==> config.mk <==
export PLATFORM = sky130hd
export DESIGN_NAME = mips150_store_unit
export DESIGN_NICKNAME = d
export VERILOG_FILES = /design/src/rtl/mips150_pkg.sv /design/src/rtl/mips150_store_align.sv /design/src/rtl/mips150_store_unit.sv
export SDC_FILE = /design/constraint.sdc
export NUM_CORES = 1
export LEC_CHECK = 0
export ABC_AREA = 1
export CAP_MARGIN = 10
export CORE_MARGIN = 4
export CORE_UTILIZATION = 50
export CTS_CLUSTER_SIZE = 25
export DETAILED_ROUTE_END_ITERATION = 12
export MAX_ROUTING_LAYER = met4
export PLACE_DENSITY = 0.78
export SYNTH_ARGS = -nofsm -noshare
export SYNTH_HDL_FRONTEND = slang
export SYNTH_SLANG_ARGS = --single-unit
==> constraint.sdc <==
create_clock -name clk -period 13.3 [get_ports clk]
set_input_delay 2.66 -clock clk [delete_from_list [all_inputs] [get_ports clk]]
set_output_delay 2.66 -clock clk [all_outputs]
set_load 0.05 [all_outputs]
==> src/rtl/mips150_pkg.sv <==
`default_nettype none
// ============================================================================
// Module      : mips150_pkg
// Description : Shared store-path encodings and types for the MIPS150 DMEM
//               store unit (size codes, DMEM address width, entry layout).
// Revision    : 1.0 - initial release
// ============================================================================
package mips150_pkg;

    // MemAlign size encoding; 2'b11 is illegal
    localparam logic [1:0] SIZE_BYTE = 2'b00;
    localparam logic [1:0] SIZE_HALF = 2'b01;
    localparam logic [1:0] SIZE_WORD = 2'b10;

    localparam int DMEM_ADDR_W = 12;

    // Formatted byte lanes ready for DMEM port A
    typedef struct packed {
        logic [3:0]  we;
        logic [31:0] din;
    } store_lanes_t;

    // One buffered store at the default DMEM width
    typedef struct packed {
        logic [DMEM_ADDR_W-1:0] addr;
        store_lanes_t           lanes;
    } store_entry_t;

endpackage
`default_nettype wire

==> src/rtl/mips150_store_align.sv <==
`default_nettype none
// ============================================================================
// Module      : mips150_store_align
// Description : Combinational big-endian byte-lane formatter for SB/SH/SW.
//               Produces write-enables, replicated write data and a flag for
//               misaligned or illegal requests.
// Revision    : 1.0 - initial release
// ============================================================================
module mips150_store_align
    import mips150_pkg::*;
(
    input  logic [1:0]   size_i,
    input  logic [1:0]   off_i,
    input  logic [31:0]  data_i,
    output store_lanes_t lanes_o,
    output logic         misalign_o
);

    // Replicate the source bytes across all lanes and pick lanes by offset
    always_comb begin
        lanes_o.we  = 4'b0000;
        lanes_o.din = data_i;
        misalign_o  = 1'b0;
        case (size_i)
            SIZE_BYTE: begin
                lanes_o.din = {4{data_i[7:0]}};
                lanes_o.we  = 4'b1000 >> off_i;
            end
            SIZE_HALF: begin
                lanes_o.din = {2{data_i[15:0]}};
                lanes_o.we  = off_i[1] ? 4'b0011 : 4'b1100;
                misalign_o  = off_i[0];
            end
            SIZE_WORD: begin
                lanes_o.din = data_i;
                lanes_o.we  = 4'b1111;
                misalign_o  = (off_i != 2'b00);
            end
            default: begin
                misalign_o  = 1'b1;
            end
        endcase
    end

endmodule
`default_nettype wire

==> src/rtl/mips150_store_unit.sv <==
`default_nettype none
// ============================================================================
// Module      : mips150_store_unit
// Description : MIPS150 store buffer. Formats stores, queues them in a small
//               FIFO, drains into DMEM port A when loads leave the port free,
//               owns the DMEM address mux and flags load/store conflicts.
// Revision    : 1.0 - initial release
// ============================================================================
module mips150_store_unit
    import mips150_pkg::*;
#(
    parameter int DEPTH  = 4,
    parameter int ADDR_W = DMEM_ADDR_W
)
(
    input  logic                       clk,
    input  logic                       rst_n,
    input  logic                       st_valid,
    output logic                       st_ready,
    input  logic [31:0]                st_addr,
    input  logic [31:0]                st_data,
    input  logic [1:0]                 st_size,
    output logic                       st_misalign,
    input  logic                       ld_valid,
    input  logic [ADDR_W-1:0]          ld_addr,
    output logic                       ld_conflict,
    output logic [3:0]                 dmem_we,
    output logic [ADDR_W-1:0]          dmem_addr,
    output logic [31:0]                dmem_din,
    output logic                       empty,
    output logic [$clog2(DEPTH+1)-1:0] count
);

    localparam int PTR_W = $clog2(DEPTH);
    localparam int CNT_W = $clog2(DEPTH+1);

    logic [PTR_W-1:0]  head_q, head_d;
    logic [PTR_W-1:0]  tail_q, tail_d;
    logic [CNT_W-1:0]  count_q, count_d;
    logic              misalign_q;

    logic [ADDR_W-1:0] addr_q  [DEPTH];
    store_lanes_t      lanes_q [DEPTH];

    store_lanes_t      w_lanes;
    logic              w_misalign;
    logic              w_accept;
    logic              w_enq;
    logic              w_drain;
    logic              w_hit;
    logic [PTR_W-1:0]  w_idx;
    logic [31-ADDR_W-2:0] w_unused_addr_hi;

    // Byte address bits above the DMEM word range are not decoded
    assign w_unused_addr_hi = st_addr[31:ADDR_W+2];

    mips150_store_align u_align (
        .size_i     (st_size),
        .off_i      (st_addr[1:0]),
        .data_i     (st_data),
        .lanes_o    (w_lanes),
        .misalign_o (w_misalign)
    );

    assign empty       = (count_q == '0);
    assign st_ready    = (count_q != CNT_W'(DEPTH));
    assign count       = count_q;
    assign st_misalign = misalign_q;
    assign w_accept    = st_valid && st_ready;
    assign w_enq       = w_accept && !w_misalign;

    // Compare the load word address against every occupied entry
    always_comb begin
        w_hit = 1'b0;
        w_idx = head_q;
        for (int i = 0; i < DEPTH; i++) begin
            w_idx = head_q + PTR_W'(i);
            if ((CNT_W'(i) < count_q) && (addr_q[w_idx] == ld_addr)) begin
                w_hit = 1'b1;
            end
        end
    end

    assign ld_conflict = ld_valid && w_hit;

    // Load owns the port unless it must wait for a matching store to drain
    assign w_drain   = !empty && (!ld_valid || ld_conflict);
    assign dmem_addr = w_drain ? addr_q[head_q] : ld_addr;
    assign dmem_din  = lanes_q[head_q].din;
    assign dmem_we   = w_drain ? lanes_q[head_q].we : 4'b0000;

    // Next-state pointers and occupancy
    always_comb begin
        head_d  = head_q;
        tail_d  = tail_q;
        count_d = count_q;
        if (w_drain) begin
            head_d = head_q + 1'b1;
        end
        if (w_enq) begin
            tail_d = tail_q + 1'b1;
        end
        case ({w_enq, w_drain})
            2'b10:   count_d = count_q + 1'b1;
            2'b01:   count_d = count_q - 1'b1;
            default: count_d = count_q;
        endcase
    end

    // Control state with synchronous active-low reset
    always_ff @(posedge clk) begin
        if (!rst_n) begin
            head_q     <= '0;
            tail_q     <= '0;
            count_q    <= '0;
            misalign_q <= 1'b0;
        end else begin
            head_q     <= head_d;
            tail_q     <= tail_d;
            count_q    <= count_d;
            misalign_q <= w_accept && w_misalign;
        end
    end

    // Entry storage; contents are only meaningful while counted as occupied
    always_ff @(posedge clk) begin
        if (w_enq) begin
            addr_q[tail_q]  <= st_addr[ADDR_W+1:2];
            lanes_q[tail_q] <= w_lanes;
        end
    end

endmodule
`default_nettype wire

# ---- Word-level counts from Yosys, hierarchy flattened
# Memory sizes are Yosys's and may differ from the RTL's. A register that Yosys moved wholly into a read port is not among the register bits.
# Index checks and enable logic that the tools add are counted.
dict set report classes {
  add_sub_neg 6
  multipliers 0
  div 0
  magnitude_cmp 4
  n_eq_ne 9
  n_shift 1
  n_mux 16
  n_bitwise 0
  reduce_logical 17
}
# cell n
set ops {}
lappend ops {{36-bit one-hot mux with 3 select lines} 1}
lappend ops {{12-bit == test} 4}
lappend ops {{12-bit two-way mux} 1}
lappend ops {{1-bit logical AND} 9}
lappend ops {{2-bit two-way mux} 4}
lappend ops {{4-bit two-way mux} 2}
lappend ops {{1-bit by 3-bit less-than comparator with 1-bit output (first input constant)} 2}
lappend ops {{2-bit by 3-bit less-than comparator with 1-bit output (first input constant)} 2}
lappend ops {{1-bit two-way mux} 6}
lappend ops {{3-bit one-hot mux with 2 select lines} 1}
lappend ops {{2-bit by 1-bit adder with 2-bit output (second input constant)} 2}
lappend ops {{2-bit adder (second input constant)} 2}
lappend ops {{2-bit by 1-bit == test with 1-bit output (second input constant)} 2}
lappend ops {{2-bit == test (second input constant)} 2}
lappend ops {{2-bit nonzero test} 2}
lappend ops {{4-bit by 2-bit >> shifter with 4-bit output (first input constant)} 1}
lappend ops {{3-bit by 1-bit adder with 3-bit output (second input constant)} 1}
lappend ops {{1-bit logical NOT} 3}
lappend ops {{3-bit logical NOT} 1}
lappend ops {{3-bit != test (second input constant)} 1}
lappend ops {{1-bit one-hot mux with 3 select lines} 1}
lappend ops {{3-bit by 1-bit subtractor with 3-bit output (second input constant)} 1}
lappend ops {{2-bit logical NOT} 1}
lappend ops {{1-bit logical OR} 1}
dict set report word_totals {
  ff_bits 8
  latchBits 0
  ramBits 192
  rom_bits 0
  input_bits 82
  output_inout_bits 55
  word_cells 59
  mem_count 2
}
# memory words word_bits read_ports rd_ports_with_merged_regs wr line
set mem_list {}
lappend mem_list {lanes_q 4 36 1 1 1 mips150_store_unit.sv:43} ;# store_lanes_t lanes_q [DEPTH];
lappend mem_list {addr_q 4 12 4 1 1 mips150_store_unit.sv:42} ;# logic [ADDR_W-1:0] addr_q [DEPTH];

# ---- Depth between registers and ports, before layout
# Gate-level depths: netlist of the first run.
# An unclocked memory read counts as a cell.
dict set report depth {
  ltp_word 12
  ltp_mapped 26
  depth_no_buf 22
}

# ---- By module
# A second synthesis of the first run with hierarchy kept.
dict set report hier_totals {
  cells_unflattened 1202
  area_unflattened_um2 10390.0
}
# mod n_inst cells_per_inst area_each_um2 seq_area_each_um2
set by_module_without_submodules {}
lappend by_module_without_submodules {mips150_store_unit 1 1097 9920.8 5965.7}
lappend by_module_without_submodules {mips150_store_align 1 105 469.2 0.0}

# ---- Worst setup path before layout of the first run
# No wires, ideal clock.
dict set report synth_timing {
  path_kind {input to output}
  startpoint {input ld_addr[2]}
  endpoint {output dmem_addr[0]}
  arrival_ps 4597
  required_time_ps 10640
  slack_ps 6043
  cell_stages 12
  n_path_buf 1
  path_cell_list {inv_1 > nand3_1 > nand2_1 > nand2_1 > nor2_1 > nand2_1 > nor2_1 > nor2_1 > nand3_2 > nand2_2 > buf_2 > o21ai_0}
}
dict set report synth_between {
  elab_chain_len 10
  elab_cells_between_ends 16
  classes_between {eq/ne: 4; mux: 5; reduce/logical: 7}
}
# element line
set synth_rtl {}
lappend synth_rtl {{from (decl)} mips150_store_unit.sv:25} ;# input logic [ADDR_W-1:0] ld_addr,
lappend synth_rtl {{12-bit == test} mips150_store_unit.sv:78} ;# if ((CNT_W'(i) < count_q) && (addr_q[w_idx] == ld_addr)) begin
lappend synth_rtl {{1-bit logical AND} mips150_store_unit.sv:78}
lappend synth_rtl {{1-bit two-way mux (3 in a row)} mips150_store_unit.sv:78}
lappend synth_rtl {{1-bit two-way mux *} mips150_store_unit.sv:78}
lappend synth_rtl {{1-bit logical AND *} mips150_store_unit.sv:84} ;# assign ld_conflict = ld_valid && w_hit;
lappend synth_rtl {{1-bit logical OR *} mips150_store_unit.sv:87} ;# assign w_drain = !empty && (!ld_valid || ld_conflict);
lappend synth_rtl {{1-bit logical AND *} mips150_store_unit.sv:87}
lappend synth_rtl {{12-bit two-way mux *} mips150_store_unit.sv:88} ;# assign dmem_addr = w_drain ? addr_q[head_q] : ld_addr;
lappend synth_rtl {{to (decl)} mips150_store_unit.sv:28} ;# output logic [ADDR_W-1:0] dmem_addr,
# Mark *: on every way between the ends. The rest lies on a longest branch, timed or not.

# ---- Worst setup path in the final report of the first run
dict set report layout_timing {
  startpoint {input ld_addr[10]}
  endpoint {output dmem_addr[4]}
}
# Same word-level chain as after synthesis.

==> impl_metrics.env, run 1 <==
export IMPL_finalInstanceArea_sq_um=12280
export IMPL_status="completed"
export IMPL_syn2layout_area_growth_pct=19.45
export IMPL_cts_clk_slew_worst_paths_ps=60
export IMPL_viasPerCell=5.414
export IMPL_antenna_left=0
export IMPL_fin_nets=1376
export IMPL_cap_violations=0
export IMPL_syn_area_per_cell_sq_um=8.633
export IMPL_critical_path_required_ps=10640
export IMPL_dr_pass1_iters=5
export IMPL_initial_core_util_pct=50.82
export IMPL_drc=0
export IMPL_die_x_um=151.4
export IMPL_fp_dieArea_sq_um=22920
export IMPL_worstMarginPinSlew_ps=1135
export IMPL_ir_drop_mv=0.1220
export IMPL_min_to="tail_q[1]$_SDFFE_PN0P_"
export IMPL_p_int_mw=1.350
export IMPL_numCtsBuffers=21
export IMPL_netlist_instances=1191
export IMPL_holdBufCountCts=0
export IMPL_cts_root_buf="clkbuf_16"
export IMPL_critPathTopFamily="buffers and inverters"
export IMPL_netlist_top_cells_area="edfxtp_1 56%, nand2_1 17%, o21ai_0 4.7%, nand3_1 4.2%, nor2_1 3.9%"
export IMPL_synth_edf_count=192
export IMPL_critical_path_cell_chain="clkdlybuf4s50_1 -> inv_1 -> nand3_1 -> nand2_1 -> nor2_1 -> nand2_1 -> nor2_1 -> nand2_1 -> nand2_1 -> nand2_1 -> nand3_2 -> nand2_2 -> o21ai_0 -> clkdlybuf4s50_1"
export IMPL_worstReg2RegStart="head_q[0]$_SDFFE_PN0N_"
export IMPL_antenna_found_initial=0
export IMPL_yosysUniqueCellTypes=25
export IMPL_ys_warnings_count=0
export IMPL_reg2reg_depth=19
export IMPL_critical_path_class="in -> out"
export IMPL_antenna_cells=0
export IMPL_die_h_um=151.4
export IMPL_synth_seq_cells=202
export IMPL_maxSlewViolCount=0
export IMPL_grt_remaining_overflow=0
export IMPL_fp_row_count=52
export IMPL_clockPowerShare_pct=23.2
export IMPL_leakagePower_nw=4.999
export IMPL_synth_main_ff_cell="edfxtp_1"
export IMPL_tns_ps=0
export IMPL_p_per_area_nw_per_um2=192.7
export IMPL_drive_above_1_share_pct=5.077
export IMPL_io_buffer_count=118
export IMPL_post_cts_resized=0
export IMPL_finalHoldViolCount=0
export IMPL_path_buf_inv=3
export IMPL_grt_pass1_wl_mm=40.03
export IMPL_insertion_delay_ps=500
export IMPL_wl_per_cell_um=16.52
export IMPL_min_from="tail_q[1]$_SDFFE_PN0P_"
export IMPL_skew_ps=20.17
export IMPL_vias=8500
export IMPL_post_dp_cell_area_sq_um=11630
export IMPL_yosysTopAreaCell="edfxtp_1"
export IMPL_grt_pass1_vias=8010
export IMPL_critical_path_max_stage_delay_ps=860
export IMPL_core_area_sq_um=20230
export IMPL_max_clock_path_buffers=3
export IMPL_cts_sink_count=202
export IMPL_htreeDepth=1
export IMPL_min_delay_path_depth=2
export IMPL_ys_seq_area_share_pct=58.02
export IMPL_p_comb_share_pct=45.6
export IMPL_worstReg2RegEnd="count[2]$_SDFFE_PN0P_"
export IMPL_synth_top_area_share_pct=56.07
export IMPL_slew_headroom_pct=24.16
export IMPL_hpwlAfterDp_mm=16.20
export IMPL_crit_path_start_kind="primary input"
export IMPL_endpoint_kind="primary output"
export IMPL_setup_viol=0
export IMPL_rsz0062_at_grt="false"
export IMPL_synthTopCellsByCount="478 x nand2_1, 192 x edfxtp_1, 108 x nor2_1"
export IMPL_cts_tree="yes"
export IMPL_grtUsageTotal_pct=23.16
export IMPL_min_period_ps=8583
export IMPL_routed_wl_mm=25.93
export IMPL_seqPwrFrac_pct=31.1
export IMPL_cts_setup_buffers=0
export IMPL_post_synth_top_count_cell="nand2_1"
export IMPL_p_switching_mw=1.018
export IMPL_synth_net_count=1282
export IMPL_drt_initial_drc_count=811
export IMPL_grt_max_degree=98
export IMPL_fmax_mhz=116.5
export IMPL_min_delay_path_class="reg -> reg"
export IMPL_async_flop_share_pct=0
export IMPL_crit_fanout=29
export IMPL_place_congestion=0.9399
export IMPL_fin_crit_sh_pct=64.54
export IMPL_hold_ws_ps=537.1
export IMPL_swShare_pct=42.99
export IMPL_cpMostUsedCell="nand2_1"
export IMPL_netlist_area_sq_um=10280
export IMPL_reg2reg_slack_ps=8270
export IMPL_worst_path_max_delay_cell="clkdlybuf4s50_1"
export IMPL_io_pins=137
export IMPL_crit_arrival_ps=5920
==> worst max-delay path by stage <==
stage,startpoint,to,slack (ps),cells after the start
5_1_grt,ld_addr[4],dmem_addr[4],4480,14
3_5_place_dp,ld_addr[10],dmem_addr[4],4760,14
3_3_place_gp,ld_addr[10],dmem_addr[4],4770,14
6_report,ld_addr[10],dmem_addr[4],4720,14
4_1_cts,ld_addr[10],dmem_addr[4],4730,14
2_1_floorplan,ld_addr[2],dmem_addr[0],6040,12
==> final cells by class <==
class                           count  area [sq um]
Sequential cell                   202          5968
Timing Repair Buffer              129          1264
Inverter                           69         259.0
Clock buffer                       22         529.3
Fill cell                        1755          7953
Clock inverter                     16         121.4
Multi-Input combinational cell    862          3802
Tap cell                          270         337.8
==> sequential cells by signal, indices dropped and copies added, names as in the netlist, named ones only <==
register / cells
st_misalign: 1
tail_q: 2
count: 3
head_q: 2
lanes_q: 144
addr_q: 48
==> worst min-delay path, stage by stage (launching register included) <==
cell and delay [ps]:
dfxtp_1 330, inv_1 90, a21oi_1 70
==> power groups by stage <==
stage / clock network [mW] / registers (mW) / logic [mW]
floorplan: 0 / 0.761 / 0.760
global placement: 0 / 0.750 / 1.06
detailed placement: 0 / 0.751 / 1.07
CTS: 0.559 / 0.737 / 1.08
global route: 0.588 / 0.739 / 1.18
finish: 0.550 / 0.737 / 1.08
==> per-layer routing <==
layer	up-vias	share of wire, %	track usage, %	wire [um]
met3	64	8.4	3.381	2171
met1	3929	39	28.06	10240
met2	337	49	39.56	12680
met5	-	0	-	0
li1	4170	-	-	-
met4	0	3.2	8.477	835
==> stage by stage <==
stage / setup slack, ps / utilization [%] / cells / total power, mW
after global placement: 4772 / 57.48 / 1532 / 1.806
after global routing: 4485 / 60.70 / 1570 / 2.504
after floorplan: 6043 / - / 1191 / 1.520
after CTS: 4726 / 60.70 / 1570 / 2.371
final: 4717 / 60.70 / 1570 / 2.367
after detailed placement: 4760 / 57.48 / 1532 / 1.821
==> cells by family (layout without fill, tap and decap cells) <==
family          after synthesis  count (layout)  share of synthesized area [%]
compound gates              170             170                          9.151
simple gates                682             682                          26.36
xor+xnor                      1               1                        0.08519
flops                       202             202                          58.02
buf+inv                     127             236                          5.293
fa+ha+maj                     9               9                          1.095
==> cell usage in the layout, fill, tap and decap left out, types with 3 or more instances in the layout <==
cell / Yosys / final
o21ai_2: 6 / 6
nand3_1: 87 / 87
nor2_1: 108 / 104
buf_4: 9 / 11
inv_2: 2 / 3
ha_1: 9 / 9
clkdlybuf4s50_1: 0 / 118
clkinvlp_4: 0 / 4
o21ai_0: 97 / 97
dfxtp_1: 10 / 8
clkinv_2: 0 / 4
a21oi_1: 19 / 19
clkbuf_16: 0 / 21
clkinv_1: 0 / 4
inv_1: 67 / 66
o211ai_1: 10 / 10
nor3_2: 4 / 4
o22ai_1: 32 / 32
o21ai_1: 5 / 5
nor2_4: 0 / 4
nand2_1: 478 / 478
edfxtp_1: 192 / 192
Note: power is estimated with default switching activity, not from simulation.
==> run 2: changes to the inputs <==
- clock period: 13.3 -> 8.6 ns (I/O delays scaled with it)
==> run 2 against run 1 <==
Effect of this change:
- sequential share of layout area down 0.27 points
- global-route usage up 0.48 points
- flip-flop and latch count unchanged
- largest power group unchanged
- critical path type is now reg -> out
- wire length up 2.5%
- worst setup slack worse by 3200 ps
- sequential power up 55%
- count of clock-buffer cells in the layout up 2
- combinational power up 55%
==> impl_metrics.env, run 2 (synthesis gave the netlist of run 1 again) <==
export IMPL_io_buffer_count=118
export IMPL_worstMarginPinSlew_ps=1140
export IMPL_place_congestion=0.9171
export IMPL_endpoint_kind="primary output"
export IMPL_cts_clk_slew_worst_paths_ps=60
export IMPL_wl_per_cell_um=16.90
export IMPL_finalInstanceArea_sq_um=12350
export IMPL_htreeDepth=1
export IMPL_critPathTopFamily="simple AND/OR/NAND/NOR gates"
export IMPL_io_pins=137
export IMPL_path_buf_inv=4
export IMPL_tns_ps=0
export IMPL_initial_core_util_pct=50.82
export IMPL_status="completed"
export IMPL_hpwlAfterDp_mm=16.71
export IMPL_finalHoldViolCount=0
export IMPL_skew_ps=10.11
export IMPL_rsz0062_at_grt="false"
export IMPL_grt_remaining_overflow=0
export IMPL_critical_path_class="reg -> out"
export IMPL_leakagePower_nw=5.028
export IMPL_max_clock_path_buffers=3
export IMPL_die_h_um=151.4
export IMPL_insertion_delay_ps=500
export IMPL_min_period_ps=7049
export IMPL_crit_fanout=68
export IMPL_fp_dieArea_sq_um=22920
export IMPL_placed_cells=1533
export IMPL_cap_violations=0
export IMPL_cpMostUsedCell="nand2_1"
export IMPL_antenna_left=0
export IMPL_antenna_found_initial=0
export IMPL_viasPerCell=5.420
export IMPL_drive_above_1_share_pct=5.069
export IMPL_stdcell_count=1572
export IMPL_max_flop_register="lanes_q"
export IMPL_crit_arrival_ps=5330
export IMPL_crit_path_start_kind="flop"
export IMPL_grtUsageTotal_pct=23.65
export IMPL_critical_path_max_stage_delay_ps=860
export IMPL_critical_path_required_ps=6880
export IMPL_cts_tree="yes"
export IMPL_dr_pass1_iters=5
export IMPL_grt_max_degree=98
export IMPL_drc=0
export IMPL_cts_setup_buffers=0
export IMPL_post_cts_resized=0
export IMPL_syn2layout_area_growth_pct=20.10
export IMPL_slew_headroom_pct=23.71
export IMPL_largest_reg_flops=144
export IMPL_cts_sink_count=202
export IMPL_vias=8520
export IMPL_min_delay_path_class="reg -> reg"
export IMPL_final_common_cell="nand2_1"
export IMPL_fp_row_count=52
export IMPL_critical_path_cell_chain="buf_4 -> inv_2 -> buf_4 -> nand2_1 -> nand2_1 -> nand2_1 -> nand3_1 -> nand2_1 -> nor2_1 -> nand2_1 -> nor2_1 -> nand2_1 -> nand2_1 -> nand2_1 -> nand3_2 -> nand2_2 -> o21ai_0 -> clkdlybuf4s50_1"
export IMPL_setup_viol=0
export IMPL_antenna_cells=0
export IMPL_worst_path_max_delay_cell="clkdlybuf4s50_1"
export IMPL_routed_wl_mm=26.57
export IMPL_drt_initial_drc_count=697
export IMPL_post_dp_cell_area_sq_um=11640
export IMPL_p_per_area_nw_per_um2=301.9
export IMPL_fmax_mhz=141.9
export IMPL_fin_crit_sh_pct=81.97
export IMPL_holdBufCountCts=0
export IMPL_ir_drop_mv=0.1974
export IMPL_cts_root_buf="clkbuf_16"
export IMPL_die_x_um=151.4
export IMPL_place_ws_ps=1964
export IMPL_fin_nets=1378
export IMPL_core_area_sq_um=20230
export IMPL_grt_pass1_vias=8066
export IMPL_grt_pass1_wl_mm=40.99
export IMPL_worst_slack_ps=1551
export IMPL_maxSlewViolCount=0
export IMPL_numCtsBuffers=22
export IMPL_mostFrequentLayoutCells="478 x nand2_1, 192 x edfxtp_1, 118 x clkdlybuf4s50_1"
run 2: path summary, 6_finish.rpt:
check	from	to	slack, ps	cells past startpoint
worst max-delay path	head_q[0]$_SDFFE_PN0N_	dmem_addr[4]	1550	18
worst min-delay path	tail_q[1]$_SDFFE_PN0P_	tail_q[1]$_SDFFE_PN0P_	550	2
worst max register to register	head_q[0]$_SDFFE_PN0N_	count[2]$_SDFFE_PN0P_	3900	23
worst min register to register	tail_q[1]$_SDFFE_PN0P_	tail_q[1]$_SDFFE_PN0P_	550	2
run 2: metal layers:
metal	global-route usage [%]	share of wire [%]
met1	30.07	41
met2	38.32	48
met3	3.710	8.6
met4	9.202	3.3
met5	-	0
run 2: metrics by stage:
| step | total power [mW] | utilization (%) | hold WS [ps] |
|---|---|---|---|
| floorplan | 2.351 | - | 489.7 |
| global placement | 2.795 | 57.52 | 514.3 |
| detailed placement | 2.822 | 57.52 | 540.3 |
| CTS | 3.742 | 61.03 | 549.2 |
| global route | 3.941 | 61.03 | 594.7 |
| finish | 3.728 | 61.03 | 551.3 |
run 2: worst register-to-register path: stages, from the launching register on:
cell and delay [ps]:
dfxtp_2 310, buf_4 320, inv_2 110, buf_4 430, nand2_1 140, nand2_1 830, nand2_1 170, nand2_1 110
nand2_1 70, nand2_1 70, inv_1 40, nand2_1 50, nor2_1 40, nand2_1 50, nor2_1 40, nor2_1 230
nand3_2 170, nand2_2 520, inv_1 100, ha_1 360, nor2_1 130, o21ai_0 110, o21ai_0 150, a21oi_1 50
run 2: final cells by class:
cell class / instances / area [sq um]
fill: 1720 / 7885
tap: 270 / 337.8
clock inverter: 15 / 131.4
inverter: 69 / 259.0
sequential: 202 / 5968
timing repair buffer: 130 / 1271
clock buffer: 24 / 579.3
multi-input combinational: 862 / 3802
run 2: power breakdown:
group	total, mW	internal (mW)	switching (mW)
clock network	0.916	0.545	0.371
registers	1.14	1.12	0.0174
logic	1.67	0.485	1.19
==> run 3: changes to the inputs <==
- clock period: 8.6 -> 7.2 ns (I/O delays scaled with it)
==> run 3 against run 2 <==
Effect of this change:
- critical path type unchanged
- power rose by 16%
- first-iteration DRC count up 21%
- critical endpoint unchanged
- largest cell class unchanged
- worst hold slack worse by 5.7 ps
- count of clock-buffer cells in the layout is 3 higher
- largest power group unchanged
- via count up 0.62%
==> impl_metrics.env, run 3 (synthesis gave the netlist of run 1 again) <==
export IMPL_die_x_um=151.4
export IMPL_min_period_ps=6180
export IMPL_maxSlewViolCount=0
export IMPL_die_h_um=151.4
export IMPL_post_route_util_pct=60.56
export IMPL_crit_fanout=48
export IMPL_dr_pass1_iters=5
export IMPL_crit_path_start_kind="flop"
export IMPL_numCtsBuffers=21
export IMPL_io_buffer_count=118
export IMPL_critical_path_max_stage_delay_ps=850
export IMPL_cts_root_buf="clkbuf_16"
export IMPL_cts_clk_slew_worst_paths_ps=60
export IMPL_drc=0
export IMPL_p_per_area_nw_per_um2=352.2
export IMPL_crit_arrival_ps=4740
export IMPL_post_cts_resized=0
export IMPL_critical_path_class="reg -> out"
export IMPL_cts_tree="yes"
export IMPL_grt_remaining_overflow=0
export IMPL_max_clock_path_buffers=3
export IMPL_setup_viol=0
export IMPL_core_area_sq_um=20230
export IMPL_leakagePower_nw=4.994
export IMPL_holdBufCountCts=0
export IMPL_cts_setup_buffers=0
export IMPL_cap_violations=0
export IMPL_placed_cells=1535
export IMPL_final_common_cell="nand2_1"
export IMPL_status="completed"
export IMPL_critical_path_required_ps=5760
export IMPL_antenna_cells=0
export IMPL_drive_above_1_share_pct=4.842
export IMPL_max_flop_register="lanes_q"
export IMPL_largest_reg_flops=144
export IMPL_skew_ps=17.61
export IMPL_grt_pass1_vias=7911
export IMPL_htreeDepth=1
export IMPL_grt_max_degree=85
export IMPL_routed_wl_mm=26.35
export IMPL_worst_path_max_delay_cell="clkdlybuf4s50_1"
export IMPL_hold_ws_ps=545.6
export IMPL_finalHoldViolCount=0
export IMPL_vias=8573
export IMPL_antenna_found_initial=0
export IMPL_hpwlAfterDp_mm=16.61
export IMPL_antenna_left=0
export IMPL_viasPerCell=5.457
export IMPL_min_delay_path_class="reg -> reg"
export IMPL_worstMarginPinSlew_ps=948.2
export IMPL_fin_nets=1379
export IMPL_rsz0062_at_grt="false"
export IMPL_grt_pass1_wl_mm=40.32
export IMPL_tns_ps=0
export IMPL_fp_row_count=52
export IMPL_place_congestion=0.9516
export IMPL_total_power_mw=4.316
export IMPL_io_pins=137
export IMPL_cpMostUsedCell="nand2_1"
export IMPL_drt_initial_drc_count=846
export IMPL_fp_dieArea_sq_um=22920
export IMPL_mostFrequentLayoutCells="478 x nand2_1, 192 x edfxtp_1, 118 x clkdlybuf4s50_1"
export IMPL_endpoint_kind="primary output"
export IMPL_grtUsageTotal_pct=23.31
export IMPL_wl_per_cell_um=16.77
export IMPL_insertion_delay_ps=490
export IMPL_stdcell_count=1571
export IMPL_cts_sink_count=202
export IMPL_critical_path_cell_chain="inv_2 -> buf_4 -> nand2_1 -> nand2_2 -> nand2_1 -> nand3_1 -> nand2_1 -> nor2_1 -> nand2_1 -> nor2_1 -> nand2_1 -> nand2_1 -> nand2_1 -> nand3_2 -> nand2_2 -> o21ai_0 -> clkdlybuf4s50_1"
export IMPL_fin_crit_sh_pct=85.84
export IMPL_fmax_mhz=161.8
export IMPL_initial_core_util_pct=50.82
export IMPL_slew_headroom_pct=36.71
export IMPL_syn2layout_area_growth_pct=19.17
export IMPL_ir_drop_mv=0.2221
==> run 3: critical path, delay by kind of cell (launching register included) <==
kind	cells	cell delay, ps
AND/OR/NAND/NOR	13	1960
buffers and inverters	3	1390
flip-flops	1	490
AO/OA/AOI/OAI	1	380
==> run 3: path summary, 6_finish.rpt <==
check,startpoint,depth (start not counted),slack (ps),to
worst max register to register,head_q[0]$_SDFFE_PN0N_,21,3040,count[2]$_SDFFE_PN0P_
worst min register to register,tail_q[1]$_SDFFE_PN0P_,2,550,tail_q[1]$_SDFFE_PN0P_
worst min-delay path,tail_q[1]$_SDFFE_PN0P_,2,550,tail_q[1]$_SDFFE_PN0P_
worst max-delay path,head_q[0]$_SDFFE_PN0N_,17,1020,dmem_addr[4]
==> run 3: per-layer routing <==
metal | part of all wire [%] | vias to the layer above | wire, um | track usage (%)
met5 | 0 | - | 0 | -
met2 | 49 | 401 | 12910 | 38.83
li1 | - | 4183 | - | -
met3 | 8.6 | 57 | 2267 | 3.291
met1 | 40 | 3932 | 10500 | 29.49
met4 | 2.6 | 0 | 676 | 7.842
==> run 3: final cells by class <==
type,instances,area (sq um)
Timing Repair Buffer,132,1286
Sequential cell,202,5968
Multi-Input combinational cell,862,3802
Tap cell,270,337.8
Clock inverter,9,51.30
Inverter,69,259.0
Clock buffer,27,548.0
Fill cell,1668,7981
==> run 3: where the power goes <==
part	internal [mW]	total, mW	switching (mW)	leakage [nW]
sequential	1.34	1.39	0.0462	1.83
combinational	0.580	1.98	1.40	2.88
clock	0.537	0.952	0.414	0.291
==> run 3: through the flow <==
step,worst slack (ps),area (sq um)
finish,1020,12250
global route,604.6,12250
CTS,1011,12250
detailed placement,1107,11650
global placement,1111,11650
floorplan,2320,10280
